$ cat src/rtl/audio_pkg.sv
// Shared definitions for the audio playback/record datapath.
// Holds SRAM geometry, sample width, player FSM encoding and SRAM idle levels.
package audio_pkg;

    localparam int ADDR_W   = 18;
    localparam int SAMPLE_W = 16;

    typedef enum logic [2:0] {
        ST_IDLE    = 3'd0,
        ST_ISSUE   = 3'd1,
        ST_WAIT    = 3'd2,
        ST_CAPTURE = 3'd3,
        ST_HOLD    = 3'd4,
        ST_DONE    = 3'd5
    } player_state_t;

    // Read-only port: write strobe parked high, both byte lanes always enabled.
    localparam logic SRAM_CE_N_IDLE = 1'b1;
    localparam logic SRAM_OE_N_IDLE = 1'b1;
    localparam logic SRAM_WE_N      = 1'b1;
    localparam logic SRAM_UB_N      = 1'b0;
    localparam logic SRAM_LB_N      = 1'b0;

endpackage

$ cat src/rtl/sync_fifo.sv
// Single-clock FIFO with synchronous reset and flush; empty/full are registered.
// Shared by the playback and record paths.
module sync_fifo #(
    parameter int W     = 16,
    parameter int DEPTH = 4,
    localparam int AW   = $clog2(DEPTH)
) (
    input  logic          bclk,
    input  logic          rst,
    input  logic          flush,
    input  logic          push,
    input  logic          pop,
    input  logic [W-1:0]  wdata,
    output logic [W-1:0]  rdata,
    output logic [AW:0]   count,
    output logic          empty,
    output logic          full
);

    logic [W-1:0]  mem [DEPTH];
    logic [AW-1:0] wr_ptr, rd_ptr;
    logic          do_push, do_pop;
    logic [AW:0]   count_nxt;

    assign do_push = push & ~full;
    assign do_pop  = pop & ~empty;
    assign rdata   = mem[rd_ptr];

    always_comb begin
        count_nxt = count;
        if (do_push && !do_pop)
            count_nxt = count + 1'b1;
        else if (do_pop && !do_push)
            count_nxt = count - 1'b1;
    end

    always_ff @(posedge bclk) begin
        if (do_push)
            mem[wr_ptr] <= wdata;
    end

    always_ff @(posedge bclk) begin
        if (rst || flush) begin
            wr_ptr <= '0;
            rd_ptr <= '0;
            count  <= '0;
            empty  <= 1'b1;
            full   <= 1'b0;
        end else begin
            if (do_push) wr_ptr <= wr_ptr + 1'b1;
            if (do_pop)  rd_ptr <= rd_ptr + 1'b1;
            count <= count_nxt;
            empty <= (count_nxt == '0);
            full  <= (count_nxt == (AW+1)'(DEPTH));
        end
    end

endmodule

$ cat src/rtl/sram_player.sv
// Playback fetch stage: sequential SRAM reads into a prefetch FIFO, one sample
// handed to the DAC serializer per sample_req, with end-of-recording and loop.
module sram_player
    import audio_pkg::*;
#(
    parameter int FIFO_DEPTH = 4,
    parameter int READ_WAIT  = 1,
    parameter int ADDR_W     = audio_pkg::ADDR_W
) (
    input  logic                bclk,
    input  logic                rst,
    input  logic                play,
    input  logic                loop,
    input  logic [ADDR_W-1:0]   end_addr,
    output logic [ADDR_W-1:0]   sram_addr,
    output logic                sram_ce_n,
    output logic                sram_oe_n,
    output logic                sram_we_n,
    output logic                sram_ub_n,
    output logic                sram_lb_n,
    input  logic [SAMPLE_W-1:0] sram_dq,
    input  logic                sample_req,
    output logic [SAMPLE_W-1:0] sample,
    output logic                sample_valid,
    output logic                done,
    output logic                underrun
);

    localparam int CW   = $clog2(FIFO_DEPTH) + 1;
    localparam int WC_W = (READ_WAIT > 1) ? $clog2(READ_WAIT) : 1;

    player_state_t       st;
    logic                play_q, start;
    logic [ADDR_W-1:0]   cnt, end_q, cnt_nxt;
    logic [WC_W-1:0]     wcnt;
    logic                at_end, end_hit, full_after;
    logic                push, pop;
    logic [SAMPLE_W-1:0] head;
    logic [CW-1:0]       count;
    logic                empty, full;

    assign sram_we_n = SRAM_WE_N;
    assign sram_ub_n = SRAM_UB_N;
    assign sram_lb_n = SRAM_LB_N;

    assign start = play & ~play_q;
    assign push  = (st == ST_CAPTURE);
    assign pop   = sample_req & ~empty;

    assign sample       = empty ? '0 : head;
    assign sample_valid = ~empty;

    // Counter advance taken at CAPTURE; a non-loop end parks the counter.
    assign end_hit    = (cnt == end_q) && !loop;
    assign cnt_nxt    = (cnt == end_q) ? (loop ? '0 : cnt) : cnt + 1'b1;
    assign full_after = (count == CW'(FIFO_DEPTH - 1)) && !pop;

    sync_fifo #(.W(SAMPLE_W), .DEPTH(FIFO_DEPTH)) u_fifo (
        .bclk  (bclk),
        .rst   (rst),
        .flush (~play),
        .push  (push),
        .pop   (pop),
        .wdata (sram_dq),
        .rdata (head),
        .count (count),
        .empty (empty),
        .full  (full)
    );

    always_ff @(posedge bclk) begin
        if (rst) begin
            st        <= ST_IDLE;
            play_q    <= 1'b0;
            cnt       <= '0;
            end_q     <= '0;
            wcnt      <= '0;
            at_end    <= 1'b0;
            sram_addr <= '0;
            sram_ce_n <= SRAM_CE_N_IDLE;
            sram_oe_n <= SRAM_OE_N_IDLE;
            done      <= 1'b0;
            underrun  <= 1'b0;
        end else begin
            play_q <= play;
            if (sample_req && empty)
                underrun <= 1'b1;

            if (!play) begin
                st        <= ST_IDLE;
                cnt       <= '0;
                at_end    <= 1'b0;
                sram_addr <= '0;
                sram_ce_n <= SRAM_CE_N_IDLE;
                sram_oe_n <= SRAM_OE_N_IDLE;
                done      <= 1'b0;
            end else begin
                case (st)
                    ST_IDLE: if (start) begin
                        end_q     <= end_addr;
                        underrun  <= 1'b0;
                        cnt       <= '0;
                        at_end    <= 1'b0;
                        sram_addr <= '0;
                        sram_ce_n <= 1'b0;
                        sram_oe_n <= 1'b0;
                        st        <= ST_ISSUE;
                    end
                    ST_ISSUE: begin
                        wcnt <= '0;
                        st   <= ST_WAIT;
                    end
                    ST_WAIT: begin
                        if (wcnt == WC_W'(READ_WAIT - 1))
                            st <= ST_CAPTURE;
                        else
                            wcnt <= wcnt + 1'b1;
                    end
                    ST_CAPTURE: begin
                        cnt    <= cnt_nxt;
                        at_end <= end_hit;
                        if (end_hit || full_after) begin
                            sram_ce_n <= SRAM_CE_N_IDLE;
                            sram_oe_n <= SRAM_OE_N_IDLE;
                            st        <= ST_HOLD;
                        end else begin
                            // Back-to-back read: chip stays selected, address steps.
                            sram_addr <= cnt_nxt;
                            st        <= ST_ISSUE;
                        end
                    end
                    ST_HOLD: begin
                        if (at_end) begin
                            if (empty) begin
                                done <= 1'b1;
                                st   <= ST_DONE;
                            end
                        end else if (!full) begin
                            sram_addr <= cnt;
                            sram_ce_n <= 1'b0;
                            sram_oe_n <= 1'b0;
                            st        <= ST_ISSUE;
                        end
                    end
                    ST_DONE: st <= ST_DONE;
                    default: st <= ST_IDLE;
                endcase
            end
        end
    end

endmodule

$ cat config.mk
export PLATFORM = sky130hd
export DESIGN_NAME = sram_player
export DESIGN_NICKNAME = d
export VERILOG_FILES = /design/src/rtl/audio_pkg.sv /design/src/rtl/sync_fifo.sv /design/src/rtl/sram_player.sv
export SDC_FILE = /design/constraint.sdc
export NUM_CORES = 1
export LEC_CHECK = 0
export ABC_AREA = 1
export CAP_MARGIN = 40
export CORE_MARGIN = 2
export CORE_UTILIZATION = 40
export CTS_CLUSTER_DIAMETER = 150
export CTS_CLUSTER_SIZE = 40
export DETAILED_ROUTE_END_ITERATION = 8
export GPL_ROUTABILITY_DRIVEN = 1
export MAX_ROUTING_LAYER = met4
export SLEW_MARGIN = 30
export SYNTH_ARGS = -nofsm -noshare
export SYNTH_HDL_FRONTEND = slang
export SYNTH_SLANG_ARGS = --single-unit
$ cat constraint.sdc
create_clock -name bclk -period 2 [get_ports bclk]
set_clock_uncertainty 0.2 [all_clocks]
set_input_delay 0.4 -clock bclk [delete_from_list [all_inputs] [get_ports bclk]]
set_output_delay 0.4 -clock bclk [all_outputs]
set_load 0.005 [all_outputs]
---- After elaboration in Yosys (flattened, before gate mapping) ----
Memories as Yosys holds them, arrays and structs flattened. A register that Yosys moved wholly into a read port is not among the register bits.
Cells that the tools add are included.
operators by class
  add/subtract/negate cells ............... 6
  $mul .................................... 0
  divide/modulo/power cells ............... 0
  order comparisons ....................... 0
  eq/ne operators ......................... 16
  shifts and indexed selects .............. 0
  muxes and demuxes ....................... 34
  bitwise logic cells ..................... 8
  reductions and logical operators ........ 24
operators by type and width
  kind                   number
  $mux 18                6
  $pmux 18 s3            1
  $pmux 18 s2            1
  $mux 3                 8
  $add 18x1->18 const B  1
  $eq 18x18->1           1
  $pmux 3 s6             1
  $mux 16                1
  $ne 2x2->1 const B     6
  $mux 1                 11
  $reduce_and 5->1       2
  $eq 3x2->1 const B     3
  $eq 3x3->1 const B     3
  $logic_not 3->1        2
  $reduce_and 3->1       2
  $logic_and 1x1->1      5
  $add 2x1->2 const B    2
  $and 1x1->1            4
  $logic_not 1->1        4
  $mux 2                 2
  $not 1->1              4
  $pmux 1 s2             2
  $reduce_and 2->1       2
  $reduce_and 4->1       1
  11 further kinds       13
storage, ports and cells
  flip-flop bits (word level) ............. 72
  bits in latches ......................... 0
  bits in writable memories ............... 64
  memory bits (read-only) ................. 0
  input port bits ......................... 39
  output and inout port bits .............. 42
  logic and storage cells ................. 104
  memories ................................ 1
memories
  name        depth  width  rd ports  clocked after memory_dff  write ports  RTL line         text
  u_fifo.mem  4      16     1         1                         1            sync_fifo.sv:20  logic [W-1:0] mem [DEPTH];

---- Depth between registers and ports, before layout ----
  depth in word-level cells ............... 7
  gate-level depth with buffers ........... 15
  mapped depth without buffers ............ 13

---- Hierarchy ----
From an unflattened synthesis, not the netlist that was laid out.
unflattened totals
  cell total of the unflattened synthesis .. 846
  area total of the unflattened synthesis .. 6740.2 um2
by module, submodules not included
  module       instances  cells an instance  area an instance (um2)  seq. area each (um2)
  sram_player  1          612                3813.7                  1241.2
  sync_fifo    1          234                2926.6                  2142.1

---- Worst setup path after synthesis ----
Ideal clock, no wire load.
  path kind ............................... register to register
  from .................................... register st[1]
  to ...................................... memory u_fifo.mem[0][0], enable pin
  library setup time ...................... 0.389 ns
  arrival time ............................ 1.553 ns
  required time ........................... 1.411 ns
  slack ................................... -0.141 ns
  cell stages (with the launch flop) ...... 5
  path buffers ............................ 0
  clock period less this slack ............ 2.141 ns
  cells stage by stage .................... dfxtp_1 -> nand2_1 -> nor2_2 -> nand2_1 -> nor2_1
between the ends
  word-level cells in the longest chain between the ends .. 4
RTL lines
  item                          RTL line            text
  start: declaration            sram_player.sv:32   player_state_t st;
  start signal: assignment      sram_player.sv:73   st <= ST_IDLE;
  start signal: assignment      sram_player.sv:90   st <= ST_IDLE;
  start signal: assignment      sram_player.sv:107  st <= ST_ISSUE;
  $eq 3x2->1                    sram_player.sv:47   assign push = (st == ST_CAPTURE);
  $and 1x1->1                   sync_fifo.sv:25     assign do_push = push & ~full;
  $mux 1                        sync_fifo.sv:38     if (do_push)
  $mux 1 (not written as such)  sync_fifo.sv:39     mem[wr_ptr] <= wdata;
  end: declaration              sync_fifo.sv:20
Every way passes these cells.

==> results_dict.tcl <==
set metrics [dict create \
    synth.avg_cell_area_um2 7.79 \
    worstSkewPairLatency_ns 0.43 \
    power_density_mw_per_mm2 721 \
    synth_cell_types 32 \
    finalHoldViolCount 0 \
    h-tree-depth 4 \
    max_slew_margin_pct 63.8 \
    fin_area_mm2 0.00952 \
    drc 0 \
    firstDrtPassIters 5 \
    gp_congestion 0.937 \
    seq_area_frac_synth_pct 51.4 \
    ff2ff_setup_slack_ns -0.10 \
    yosysTopAreaCell "edfxtp_1" \
    max_freq_mhz 457 \
    synthTopCellsByArea "edfxtp_1 29%, dfxtp_1 22%, nand2_1 12%" \
    timing.hold.ws_ns 0.268 \
    clockBufferDepth 2 \
    r2r_start "cnt[0]$_SDFFE_PP0P_" \
    grt_usage_pct 20.8 \
    worstPathRequired_ns 1.40 \
    status "finished with violations" \
    synth_top_area_share_pct 29.2 \
    start_util_pct 41.2 \
    final_core_util_pct 59.5 \
    ant_nets 0 \
    area_growth_pct 44.6 \
    num-fill-cells 1440 \
    path_clk_slew_ns 0.06 \
    drv_cap 0 \
    r2r-end "sram_addr[14]$_SDFFE_PP0P_" \
    postSynthCellCount 845 \
    drt_wl_total_um 19000 \
    synth_edf_count 64 \
    n_antenna_cell 0 \
    cp_data_arrival_time_ns 1.59 \
    ir_drop_mv 0.626 \
    worst_pin_slew_ns 0.539 \
    r2r_cells 13 \
    yosys_warnings 0 \
    dpl.hpwl_um 11800 \
    p_leak_nw 3.85 \
    dieWidth_um 132 \
    cts.sinks 137 \
    vias 6125 \
    min_path_type "flop to flop" \
    die_y_um 132 \
    yosys_register_bits 137 \
    portBuffers 77 \
    dieArea_mm2 0.0175 \
    dp_slack_ns -0.267 \
    placed_cell_area_mm2 0.00808 \
    rsz0062_at_grt "true" \
    setup.worst_path.end_class "output port" \
    cts_root_buffer "clkbuf_16" \
    fin_ws_ns -0.188 \
    ios 81 \
    via_per_inst 5.00 \
    holdPathStages 2 \
    ff_latch_area_mm2 0.00341 \
    multi_input_area_mm2 0.00326 \
    drive_above_1_share_pct 28.9 \
    wire_per_inst_um 15.5 \
    setup_violations 26 \
    yosysMostFrequentCell "nand2_1" \
    grt_max_degree 37 \
    synth_flop_cell "dfxtp_1" \
    violations "negative setup slack" \
    cp-start-kind "flop" \
    crit_end "sample[1]" \
    nNetsFinal 1043 \
    grt_overflow 0 \
    finalCritPeriodShare_pct 109 \
    antenna_found_initial 0 \
    worstPathMaxFanout 7 \
    grt_pass1_wl_um 28100 \
    worstSetupPathType "flop to output port" \
    synth.cell_area_mm2 0.00659 \
    cts_tree "built" \
    synthArstFlopShare_pct 0 \
    period_needed_ns 2.19 \
    first_global_vias 5680 \
    core_mm2 0.0160 \
    drt_iter0_drc 441 \
    fp-row-count 46 \
    synthTopCellsByCount "211 x nand2_1, 152 x nor2_1, 73 x dfxtp_1" \
    maxSlewViolCount 0 \
    numCtsBuffers 17 \
]
-- registers in the layout (all words and copies together) (netlist names), 2 cells and up, named ones only --
| register | count |
|---|---|
| cnt | 18 |
| end_q | 18 |
| sram_addr | 18 |
| st | 3 |
| u_fifo.count | 3 |
| u_fifo.mem | 64 |
| u_fifo.rd_ptr | 2 |
| u_fifo.wr_ptr | 2 |
-- cell usage in the layout (no fill, tap or decap), types with 27 or more instances in the layout --
cell,instances
nor2_1,132
clkdlybuf4s50_1,60
edfxtp_1,64
a21oi_1,39
o21ai_1,27
o21ai_0,32
buf_4,75
inv_1,62
dfxtp_1,60
nand2_1,177
-- per-layer routing --
| layer | share of wire [%] | track usage, % |
|---|---|---|
| met1 | 43 | 25.7 |
| met2 | 49 | 34.7 |
| met3 | 6.0 | 3.88 |
| met4 | 2.4 | 6.63 |
| met5 | 0 | - |
-- final cells by class --
cell class	instances	area share (%)
Sequential cell	137	35.8
Multi-Input combinational cell	579	34.2
Timing Repair Buffer	180	17.8
Clock buffer	21	4.93
Inverter	81	3.27
Tap cell	216	2.84
Clock inverter	11	1.13
-- where the power goes --
part,switching [mW],internal [mW]
Sequential,0.0356,2.98
Clock,1.24,1.83
Combinational,0.424,0.362
Total,1.70,5.17
-- worst min path at each step --
stage | start | end | slack [ns]
finish | end_q[2]$_SDFFE_PP0P_ | end_q[2]$_SDFFE_PP0P_ | 0.27
global route | end_q[2]$_SDFFE_PP0P_ | end_q[2]$_SDFFE_PP0P_ | 0.28
CTS | end_q[2]$_SDFFE_PP0P_ | end_q[2]$_SDFFE_PP0P_ | 0.27
detailed placement | end_q[2]$_SDFFE_PP0P_ | end_q[2]$_SDFFE_PP0P_ | 0.26
global placement | done$_SDFFE_PP0P_ | done$_SDFFE_PP0P_ | 0.25
floorplan | end_q[2]$_SDFFE_PP0P_ | end_q[2]$_SDFFE_PP0P_ | 0.24
-- per-stage QoR --
step,TNS [ns],instances,power (mW)
floorplan,-9.04,846,3.43
global placement,-4.39,1171,3.71
detailed placement,-5.78,1171,3.71
CTS,-2.07,1209,6.77
global route,-6.41,1225,7.10
finish,-1.72,1225,6.87
-- timing repair --
item                                    4_1_cts  5_1_grt
resized for setup                           107      165
gates cloned                                  1        5
pin swaps                                    16       82
buffers inserted                              5       12
endpoints found under the hold margin         0        0
endpoints found under the setup margin       39       75
hold buffers                                  0        0
-- logic make-up after synthesis --
family	count (synthesis)	synth area share (%)
compound gates	114	8.70
xor+xnor	17	2.26
fa+ha+maj	8	1.52
buf+inv	133	8.80
flops	137	51.4
mux	1	0.171
other cells	2	0.114
simple gates	433	27.1
-- critical path, cell delays in order, from the launching register on --
cell,delay (ns)
dfxtp_4,0.39
buf_12,0.12
buf_8,0.11
nor2_2,0.04
nor2_1,0.09
o21ai_1,0.08
a21oi_1,0.18
buf_2,0.15
No activity file was read; power rests on OpenSTA's default activity.
